### config.mk
export PLATFORM = sky130hd
export DESIGN_NAME = fifo_stream_reader_flat
export DESIGN_NICKNAME = d
export VERILOG_FILES = /design/src/rtl/fifo_stream_reader_if.sv /design/src/rtl/fifo_stream_reader.sv /design/src/flat_wrapper.sv
export SDC_FILE = /design/constraint.sdc
export NUM_CORES = 1
export LEC_CHECK = 0
export CORE_ASPECT_RATIO = 0.75
export CORE_MARGIN = 4
export CORE_UTILIZATION = 35
export CTS_CLUSTER_DIAMETER = 200
export DETAILED_ROUTE_END_ITERATION = 16
export MAX_ROUTING_LAYER = met4
export PLACE_DENSITY = 0.74
export SLEW_MARGIN = 25
export SYNTH_ARGS = -nofsm -noshare
export SYNTH_HDL_FRONTEND = slang
export SYNTH_SLANG_ARGS = --single-unit
### constraint.sdc
create_clock -name i_clk -period 1.8 [get_ports i_clk]
set_input_delay 0.27 -clock i_clk [delete_from_list [all_inputs] [get_ports i_clk]]
set_output_delay 0.27 -clock i_clk [all_outputs]
set_load 0.02 [all_outputs]
### src/rtl/fifo_stream_reader_if.sv
// Valid/ready stream bundle carrying the words drained from the FIFO.
// The master drives valid/data and the slave drives ready.
interface fifo_stream_reader_if #(
   parameter int WIDTH = 8
) ();
   logic             valid;
   logic             ready;
   logic [WIDTH-1:0] data;

   modport master (output valid, output data, input ready);
   modport slave  (input valid, input data, output ready);
endinterface

### src/rtl/fifo_stream_reader.sv
// Drains a sync_fifo (registered data_out) into a valid/ready stream.
// A 2-entry buffer hides the one-cycle read latency; flush drops buffered words.
module fifo_stream_reader #(
   parameter int WIDTH = 8,
   parameter int CNT_W = 16
) (
   input  logic                 i_clk,
   input  logic                 i_rst,
   input  logic                 i_fifo_empty,
   input  logic [WIDTH-1:0]     i_fifo_data,
   output logic                 o_fifo_rd_en,
   input  logic                 i_flush,
   output logic [CNT_W-1:0]     o_word_cnt,
   fifo_stream_reader_if.master m_if
);

   logic [1:0]       r_cnt;
   logic             r_inflight;
   logic [WIDTH-1:0] r_buf0;
   logic [WIDTH-1:0] r_buf1;
   logic [CNT_W-1:0] r_word_cnt;

   logic [1:0]       w_cnt_next;
   logic             w_inflight_next;
   logic [WIDTH-1:0] w_buf0_next;
   logic [WIDTH-1:0] w_buf1_next;
   logic             w_pop;
   logic [1:0]       w_post_pop;
   logic [2:0]       w_occ;

   assign w_pop      = (r_cnt != 2'd0) & m_if.ready;
   assign w_post_pop = r_cnt - {1'b0, w_pop};
   // Occupancy after this edge if nothing is flushed: buffered + arriving - leaving.
   assign w_occ      = {1'b0, w_post_pop} + {2'b00, r_inflight};

   assign o_fifo_rd_en = ~i_rst & ~i_flush & ~i_fifo_empty & (w_occ < 3'd2);

   assign m_if.valid = (r_cnt != 2'd0);
   assign m_if.data  = r_buf0;
   assign o_word_cnt = r_word_cnt;

   always_comb begin
      w_cnt_next      = r_cnt;
      w_inflight_next = r_inflight;
      w_buf0_next     = r_buf0;
      w_buf1_next     = r_buf1;
      if (w_pop && (r_cnt == 2'd2)) begin
         w_buf0_next = r_buf1;
      end
      if (i_flush) begin
         w_cnt_next      = 2'd0;
         w_inflight_next = 1'b0;
      end else begin
         w_cnt_next      = w_occ[1:0];
         w_inflight_next = o_fifo_rd_en;
         if (r_inflight) begin
            if (w_post_pop == 2'd0) begin
               w_buf0_next = i_fifo_data;
            end else begin
               w_buf1_next = i_fifo_data;
            end
         end
      end
   end

   always_ff @(posedge i_clk) begin
      if (i_rst) begin
         r_cnt      <= 2'd0;
         r_inflight <= 1'b0;
         r_buf0     <= '0;
         r_buf1     <= '0;
         r_word_cnt <= '0;
      end else begin
         r_cnt      <= w_cnt_next;
         r_inflight <= w_inflight_next;
         r_buf0     <= w_buf0_next;
         r_buf1     <= w_buf1_next;
         if (w_pop) begin
            r_word_cnt <= r_word_cnt + CNT_W'(1);
         end
      end
   end

   // The read strobe throttling must keep the buffer from ever overflowing.
   always_ff @(posedge i_clk) begin
      if (!i_rst && !i_flush) begin
         assert (w_occ <= 3'd2);
      end
   end

endmodule
### src/flat_wrapper.sv
// flat-port wrapper written by rule: the top's interface ports become plain ports
module fifo_stream_reader_flat 
#(
   parameter int WIDTH = 8,
   parameter int CNT_W = 16
)
  (i_clk, i_rst, i_fifo_empty, i_fifo_data, o_fifo_rd_en, i_flush, o_word_cnt, m_if_valid, m_if_data, m_if_ready);
  fifo_stream_reader_if #(.WIDTH(WIDTH)) m_if_i ();
  input  logic i_clk;
  input  logic i_rst;
  input  logic i_fifo_empty;
  input  logic [WIDTH-1:0] i_fifo_data;
  output logic o_fifo_rd_en;
  input  logic i_flush;
  output logic [CNT_W-1:0] o_word_cnt;
  output wire logic [$bits(m_if_i.valid)-1:0] m_if_valid;
  output wire logic [$bits(m_if_i.data)-1:0] m_if_data;
  input wire logic [$bits(m_if_i.ready)-1:0] m_if_ready;
  assign m_if_valid = m_if_i.valid;
  assign m_if_data = m_if_i.data;
  assign m_if_i.ready = m_if_ready;
  fifo_stream_reader #(.WIDTH(WIDTH), .CNT_W(CNT_W)) u_core (.i_clk(i_clk), .i_rst(i_rst), .i_fifo_empty(i_fifo_empty), .i_fifo_data(i_fifo_data), .o_fifo_rd_en(o_fifo_rd_en), .i_flush(i_flush), .o_word_cnt(o_word_cnt), .m_if(m_if_i));
endmodule
* Yosys cells after proc, flatten, opt, wreduce, memory -nomap -nowiden
Cells that the tools add are included.
Word-level totals: register bits 35, logic and storage cells 27
Operators by class: add/sub/neg operators 3, order comparisons 1, eq/ne operators 1, mux-type cells 4, bitwise logic cells 8, reductions and logical operators 5
Operator list (count):
- 8-bit two-way mux | 4
- 16-bit by 1-bit adder with 16-bit output, second input constant | 1
- 1-bit AND | 4
- 1-bit inverter | 4
- 2-bit by 1-bit adder with 3-bit output | 1
- 3-bit by 2-bit < comparator with 1-bit output, second input constant | 1
- 3-bit AND reduction | 1
- 2-bit equality test, second input constant | 1
- 2-bit logical NOT | 1
- 2-bit nonzero test | 1
- 2-bit OR reduction | 1
- 2-bit by 1-bit subtractor with 2-bit output | 1
- 1-bit logical AND | 1

* Depth between registers and ports, before layout
Gate-level depths: netlist of run 1.
depth in word-level cells 7, mapped depth 7, depth with buffers taken out 7

* Least setup slack after synthesis of run 1
No wires, ideal clock.
path type reg-to-output, start register u_core.r_cnt[1], end output port o_fifo_rd_en, arrival time 2.068 ns, data required time 1.530 ns, path slack -0.538 ns, cell stages (with the launch flop) 8, path buffers 0, path through dfxtp_1 -> o21a_1 -> ha_1 -> inv_1 -> ha_1 -> inv_1 -> ha_1 -> nor4b_1
On the way: word-level cells in the longest chain between the ends 6
RTL lines:
- from (decl) | line fifo_stream_reader.sv:17 | logic [1:0] r_cnt;
- from (signal assigned) | line fifo_stream_reader.sv:74 | r_cnt <= w_cnt_next;
- 2-bit nonzero test | line fifo_stream_reader.sv:31 | assign w_pop = (r_cnt != 2'd0) & m_if.ready;
- 1-bit AND | line fifo_stream_reader.sv:31
- via u_core.w_pop | line fifo_stream_reader.sv:27 | logic w_pop;
- 2-bit by 1-bit subtractor with 2-bit output | line fifo_stream_reader.sv:32 | assign w_post_pop = r_cnt - {1'b0, w_pop};
- 2-bit by 1-bit adder with 3-bit output | line fifo_stream_reader.sv:34 | assign w_occ = {1'b0, w_post_pop} + {2'b00, r_inflight};
- 3-bit by 2-bit < comparator with 1-bit output | line fifo_stream_reader.sv:36 | assign o_fifo_rd_en = ~i_rst & ~i_flush & ~i_fifo_empty & (w_occ < 3'd2);
- 1-bit AND | line fifo_stream_reader.sv:36
- to (decl) | line flat_wrapper.sv:13 | output logic o_fifo_rd_en;
The timed path passes the listed nets, and every way through them passes these cells.

* Worst setup path after layout of run 1
start register u_core.r_cnt[0], end output port o_fifo_rd_en
Same word-level chain as after synthesis.

==> results.md, run 1 <==
* Status: finished with violations
* Failing checks: negative setup slack
* Count of mapped cells out of synthesis at 160
* Clk Tree Root Cell: clkbuf_8
* Die Span Y at 65.71 microns
* Static leakage at 0.8801 nW
* Vias per Instance at 4.863
* Class of the most critical hold timing path: reg -> reg
* Worst slew margin at 75.27%
* Count of routing violations after the opening detailed-route iteration at 41
* Placer congestion estimate at 0.7762
* Post-Syn Area at 1554 sq um
* TritonCTS Sinks at 35
* Sequential share of the synthesized area at 45.09%
* Vias in the first global route at 1306
* Placed wire-length estimate at 2526 microns
* Final net count at 232
* Die span in x at 84.94 microns
* Worst setup skew after layout at 0.003602 ns
* Initial antenna violation count at 0
* Most used flip-flop cell after synthesis: dfxtp_1
* Worst path slowest cell: dfxtp_2
* Antenna cell count at 0
* Required @ worst endpoint at 1.53 ns
* Cell seen most often among critical-path stages: ha_4
* Critical Path Source Type: flip-flop
* #FFs+latches synth at 35
* Avg Synthesized Cell Area at 9.712 sq um
* GRT Residual Overflow at 0
* Clk slew on worst S/H paths at 0.07 ns
* Largest vdd supply drop at 0.3379 mV
* Wire length of the first global-routing pass at 6237 microns
* Number of setup violations in the final report at 1
* Critical path, cell by cell: o21a_4 -> ha_4 -> inv_2 -> ha_4 -> inv_2 -> ha_4 -> nor4b_4 -> buf_4
* Endpoint type of the worst setup path: primary output
* Top Family by Delay on Critical Path: adder cells
* Data arrival at the endpoint of the critical path at 1.80 ns
* Initial DRT Pass Iterations at 4
* Vias after detailed routing at 1318
* Core Box Area at 4154 sq um
* Metal1 wirelength at 1735 microns
* Fraction of final layout cells with drive strength greater than 1 at 18.98%
* Combined area of the multi-input logic cells at 859.6 sq um
* I/O Buffers at 38
* Depth of the worst register-to-register path at 8
* Count of boundary I/O pins at 39
* Post-synth cell types at 35
* Setup Crit Path Kind: reg -> out
* Max layer used: met4
* Core Rows at 20
* TritonCTS clock tree: built
* TritonCTS Buffers at 5
* Number of max-slew violations in the final report at 0
* Critical path buffer and inverter count at 3
* Worst-case setup margin in the final layout at -0.2734 ns
* Tcrit/Tclk final at 115.2%
* Die footprint at 5581 sq um
* Max-Cap Viols at 0
* Routed wire length at 3441 microns
* Setup repair after global routing missed its margin: yes
* Starting density of the core at 37.41%
* Time the final worst path needs with I/O delays and setup at 2.073 ns
* Count of filler cells inserted in the layout at 389
* Maximum number of pins on one net before global-route repair at 36
* Top achievable clock speed at 482.3 MHz
* Cell area after layout at 2276 sq um
* Number of flops mapped to enable cells by yosys at 0
* Pwr dens at 678.0 nW/um^2
* Cts-stage hold buffer count at 0
* Biggest fanout along the worst timing path at 3
* Remaining DRCs at 0
* Area of all sequential standard cells at 705.7 sq um
* Placed instance area at 2177 sq um
* Hold Vio Cnt, Final at 0
* Clk_lat worst skew at 0.28 ns
* Maximum cell stage delay along the critical path at 0.33 ns
* Number of cells on the worst hold path at 2
* Antenna Violating Nets Remaining at 0
* Maximum buffer depth of the clock tree at 2
* Cell count along the critical path at 8
* Wire length on met3 at 254 microns
* Sum of internal, switching and leakage power at 1.543 mW
* H-tree depth reported by CTS at 2
* Net Count, Synth at 177
* Routed length per placed instance at 12.70 microns
* Detailed route wirelength on metal2 at 1385 microns
* Global-route total usage across every layer at 14.72%
* Yosys warns at 0
* Area growth from synthesis to layout at 46.46%
* Worst-Margin Slew at 0.3710 ns
* Share of synthesized flip-flops with an asynchronous set or reset at 0%
[worst min-delay path, stage by stage, from the launching register on]
cell     delay (ns)
dfxtp_1        0.33
mux2i_1        0.07
nor2_1         0.07
[report_power, final]
part / internal, mW / total [mW] / switching (mW)
registers: 0.785 / 0.793 / 0.00807
logic: 0.0749 / 0.139 / 0.0638
clock network: 0.349 / 0.612 / 0.263
total: 1.21 / 1.54 / 0.335
[synth_stat cells, drive strengths merged, types with 2 or more instances]
cell,n,area (sq um)
nor3b,2,15.01
clkbuf,5,18.77
o21ai,2,10.01
a21oi,5,36.29
mux2i,17,170.2
o31ai,2,15.01
xor2,9,78.83
a211oi,8,60.06
and2,2,12.51
nand2,4,15.01
xnor2,2,25.03
or4,2,15.01
nor2,27,101.4
buf,3,20.01
dfxtp,35,700.7
ha,4,50.05
nor4b,2,17.52
inv,4,15.01
nand4,4,25.02
nand3,9,60.06
or3,2,12.51
[routing by layer]
metal	vias to the layer above	track usage (%)
li1	677	-
met1	598	19.07
met2	37	20.45
met3	6	5.639
met4	0	6.126
met5	-	-
[per-stage QoR]
step / utilization [%] / cells / worst slack [ns] / hold WS, ns / TNS, ns
after floorplan: - / 160 / 0.02242 / 0.3363 / 0
after global placement: 52.41 / 263 / -0.7285 / 0.4740 / -4.316
after detailed placement: 52.41 / 263 / -0.7524 / 0.4859 / -4.725
after CTS: 54.70 / 271 / -0.3017 / 0.5025 / -0.3017
after global routing: 54.79 / 271 / -0.3550 / 0.5387 / -0.3550
final: 54.79 / 271 / -0.2734 / 0.4982 / -0.2734
[state kept, by name, summed over array words and instances, names as in the netlist]
signal / flops
u_core.r_cnt: 2
u_core.r_inflight: 1
u_core.m_if.data: 8
u_core.r_buf1: 8
u_core.o_word_cnt: 16
[layout make-up]
class	instances	area share [%]
tap	55	3.024
sequential	35	31.01
multi-input combinational	113	37.77
timing repair buffer	56	23.14
clock buffer	8	4.398
inverter	4	0.6597
[cell families after synthesis]
kind of cell    synth area share, %
compound gates                10.23
flops                         45.09
mux                           10.95
fa+ha+maj                     3.221
xor+xnor                      6.683
simple gates                  20.37
buf+inv                       3.461
[what timing repair did]
action / 4_1_cts / 5_1_grt
pin swaps: 0 / 0
setup buffers: 0 / 0
gates resized for setup: 7 / 1
setup endpoints to repair: 2 / 2
[placed cells by master (no fill, tap or decap), types with 2 or more instances in the layout]
cell             instances
clkdlybuf4s50_1         35
dfxtp_1                 33
nor2_1                  27
mux2i_1                 17
buf_4                   17
xor2_1                   9
a211oi_1                 8
clkbuf_8                 7
nand3_1                  6
nand2_1                  4
a21oi_1                  4
nand4_1                  4
nand3_2                  3
ha_4                     3
inv_2                    2
inv_1                    2
and2_1                   2
o31ai_1                  2
or4_1                    2
nor3b_1                  2
o21ai_0                  2
or3_1                    2
dlygate4sd2_1            2
[worst paths after layout]
kind                          from               end  slack [ns]
hold / removal    u_core.r_buf1[0]  u_core.r_buf1[0]        0.50
setup reg to reg   u_core.r_cnt[0]  u_core.r_buf1[1]        0.10
setup / recovery   u_core.r_cnt[0]      o_fifo_rd_en       -0.27
hold reg to reg   u_core.r_buf1[0]  u_core.r_buf1[0]        0.50
(Power assumes the default switching activity.)
==> run 2, diff against run 1 <==
- MAX_ROUTING_LAYER: met4 -> not set
- SETUP_SLACK_MARGIN: not set -> 0.5
==> run 2 against run 1 <==
  * The run still ends with negative setup slack left
  * Register-to-register slack lost 0.13 ns
  * Clock-buffer cell count is the same
  * Non-clock buffer count grew 9
==> results.md, run 2 (synthesis gave the netlist of run 1 again) <==
* Status: finished with violations
* Failing checks: negative setup slack
* Final net count at 241 (+3.9%)
* Tcrit/Tclk final at 115.1% (-0.14 points)
* Antenna Violating Nets Remaining at 0 (unchanged)
* DP Cell Count at 263 (unchanged)
* Wire length on met3 at 231 microns (-9.1%)
* Hold Vio Cnt, Final at 0 (unchanged)
* Count of routing violations after the opening detailed-route iteration at 36 (-12%)
* Worst slew margin at 70.08% (-5.2 points)
* Placed wire-length estimate at 2518 microns (-0.32%)
* TritonCTS Sinks at 35 (unchanged)
* Vias after detailed routing at 1406 (+6.7%)
* Number of max-slew violations in the final report at 0 (unchanged)
* Initial antenna violation count at 0 (unchanged)
* Routed length per placed instance at 15.34 microns (+21%)
* Switching power at 0.3579 mW (+6.9%)
* Power share of the sequential group at 50.0% (-1.4 points)
* Static leakage at 1.055 nW (+20%)
* Area growth from synthesis to layout at 65.06%
* Clock share of power at 39.7% (about the same)
* H-tree depth reported by CTS at 2 (unchanged)
* Clk Tree Root Cell: clkbuf_8
* Detailed route wirelength on metal2 at 2107 microns (+52%)
* Count of boundary I/O pins at 39 (unchanged)
* Critical Path Source Type: flip-flop
* Maximum number of pins on one net before global-route repair at 36 (unchanged)
* Required @ worst endpoint at 1.53 ns (about the same)
* Number of cells on the worst hold path at 2 (unchanged)
* Data arrival at the endpoint of the critical path at 1.80 ns (about the same)
* Placer congestion estimate at 0.7871 (+1.4%)
* Max-Cap Viols at 0 (unchanged)
* Worst-case setup margin in the final layout at -0.2709 ns (+0.002512 ns)
* Top achievable clock speed at 482.9 MHz (+0.12%)
* Remaining DRCs at 0 (unchanged)
* Die footprint at 5581 sq um (unchanged)
* Max layer used: met4
* Time the final worst path needs with I/O delays and setup at 2.071 ns (-0.002512 ns)
* Number of setup violations in the final report at 9 (+8)
* Cell area after layout at 2565 sq um (+13%)
* Register-to-Register Setup Slack at -0.03 ns (-0.13 ns)
* Routed wire length at 4295 microns (+25%)
* Die span in x at 84.94 microns (unchanged)
* Setup Crit Path Kind: reg -> out
* Largest vdd supply drop at 0.3906 mV (+16%)
* Core Rows at 20 (unchanged)
* Wire length of the first global-routing pass at 6513 microns (+4.4%)
* Vias per Instance at 5.021 (+3.2%)
* TritonCTS Buffers at 5 (unchanged)
* Worst hold endpoint: u_core.r_buf1[3]
* Most common cell after layout, fill and taps aside: dfxtp_1
* Commonest non-fill, non-tap cells in the layout: dfxtp_1, nor2_1, dlygate4sd2_1, mux2i_1, buf_4
* Setup repair after global routing missed its margin: yes
* Clk_lat worst skew at 0.29 ns (about the same)
* Number of flip-flops under the largest register name at 16 (unchanged)
* Worst min-delay path startpoint: u_core.r_buf1[3]
* Clk slew on worst S/H paths at 0.07 ns (about the same)
* Starting density of the core at 37.41% (unchanged)
* Core Box Area at 4154 sq um (unchanged)
* Initial DRT Pass Iterations at 4 (unchanged)
* Die Span Y at 65.71 microns (unchanged)
* Worst setup skew after layout at 0.003233 ns (-0.0003690 ns)
* Depth of the worst register-to-register path at 9 (+1)
* Combinational Power Share at 10.3% (+1.3 points)
* Antenna cell count at 0 (unchanged)
* Terminus of the critical flop-to-flop path: u_core.m_if.data[2]
* Class of the most critical hold timing path: reg -> reg
* Worst-Margin Slew at 0.4488 ns (+0.07785 ns)
* Internal power consumption at 1.209 mW (about the same)
* Total negative slack at -0.3863 ns (-0.1128 ns)
* Share of total power consumed by net switching at 22.84% (+1.1 points)
* Fraction of final layout cells with drive strength greater than 1 at 42.22% (+23 points)
* RR Startpoint: u_core.r_cnt[0]
* Biggest fanout along the worst timing path at 3 (unchanged)
* Pwr dens at 610.9 nW/um^2 (-9.9%)
* Maximum buffer depth of the clock tree at 2 (unchanged)
* Post-route non-filler standard cell count at 280 (+3.3%)
* Placed instance area at 2223 sq um (+2.1%)
* Global-route total usage across every layer at 14.79% (+0.065 points)
* Endpoint type of the worst setup path: primary output
* Metal1 wirelength at 1911 microns (+10%)
* TritonCTS clock tree: built
* I/O Buffers at 38 (unchanged)
* Sum of internal, switching and leakage power at 1.567 mW (+1.6%)
* Vias in the first global route at 1406 (+7.7%)
* GRT Residual Overflow at 0 (unchanged)
run 2: cell types whose count changed in the layout (fill, tap and decap cells not counted), sizes merged:
cell / change
clkdlybuf4s15: +6
buf: +10
dlygate4sd2: +15
clkdlybuf4s50: -24
clkbuf: +2
run 2: repair_timing:
action / in CTS / in global routing
pin swaps: 17 / 13
endpoints found under the setup margin: 57 / 38
cloned: 0 / 1
resized for setup: 71 / 29
buffers inserted: 5 / 3
hold buffers: 0 / 0
run 2: critical path: stages (launching register included):
cell and delay [ns]:
dfxtp_2 0.34, o21a_4 0.22, ha_4 0.27, inv_2 0.04, ha_4 0.14, inv_2 0.05
ha_4 0.12, nor4b_4 0.17, buf_4 0.17
run 2: metrics by stage:
stage                     hold slack (ns)  worst slack [ns]  util [%]
after global placement             0.4744           -0.7259     53.52
after floorplan                    0.3321           0.02270         -
after global routing               0.5341           -0.3591     61.75
final                              0.5019           -0.2709     61.75
after detailed placement           0.4868           -0.7584     53.52
after CTS                          0.5031           -0.2904     58.64
run 2: worst max path at each step:
stage | startpoint | to
5_1_grt | u_core.r_cnt[0] | o_fifo_rd_en
4_1_cts | u_core.r_cnt[0] | o_fifo_rd_en
6_report | u_core.r_cnt[0] | o_fifo_rd_en
2_1_floorplan | u_core.r_cnt[1] | o_fifo_rd_en
3_3_place_gp | m_if_ready | o_fifo_rd_en
3_5_place_dp | m_if_ready | o_fifo_rd_en
run 2: layout make-up:
| class | instances | area [sq um] |
|---|---|---|
| Inverter | 4 | 15.01 |
| Fill cell | 373 | 1589 |
| Timing Repair Buffer | 65 | 610.6 |
| Tap cell | 55 | 68.82 |
| Sequential cell | 35 | 735.7 |
| Multi-Input combinational cell | 113 | 1035 |
| Clock buffer | 8 | 100.1 |
run 2: power groups by stage:
stage / combinational [mW] / clock (mW) / sequential, mW
detailed placement: 0.144 / 0 / 0.801
floorplan: 0.0572 / 0 / 0.810
global placement: 0.142 / 0 / 0.801
global route: 0.173 / 0.671 / 0.785
CTS: 0.147 / 0.636 / 0.783
finish: 0.162 / 0.622 / 0.784
run 2: metal layers:
metal / global-route usage, % / vias to the layer above
li1: - / 690
met1: 18.31 / 663
met2: 24.13 / 47
met3: 4.135 / 6
met4: 6.324 / 0
met5: 0 / -
==> run 3, diff against run 2 <==
- CAP_MARGIN: not set -> 20
==> results of run 3 <==
The final DEF is identical to that of run 2; final timing and power are the same.
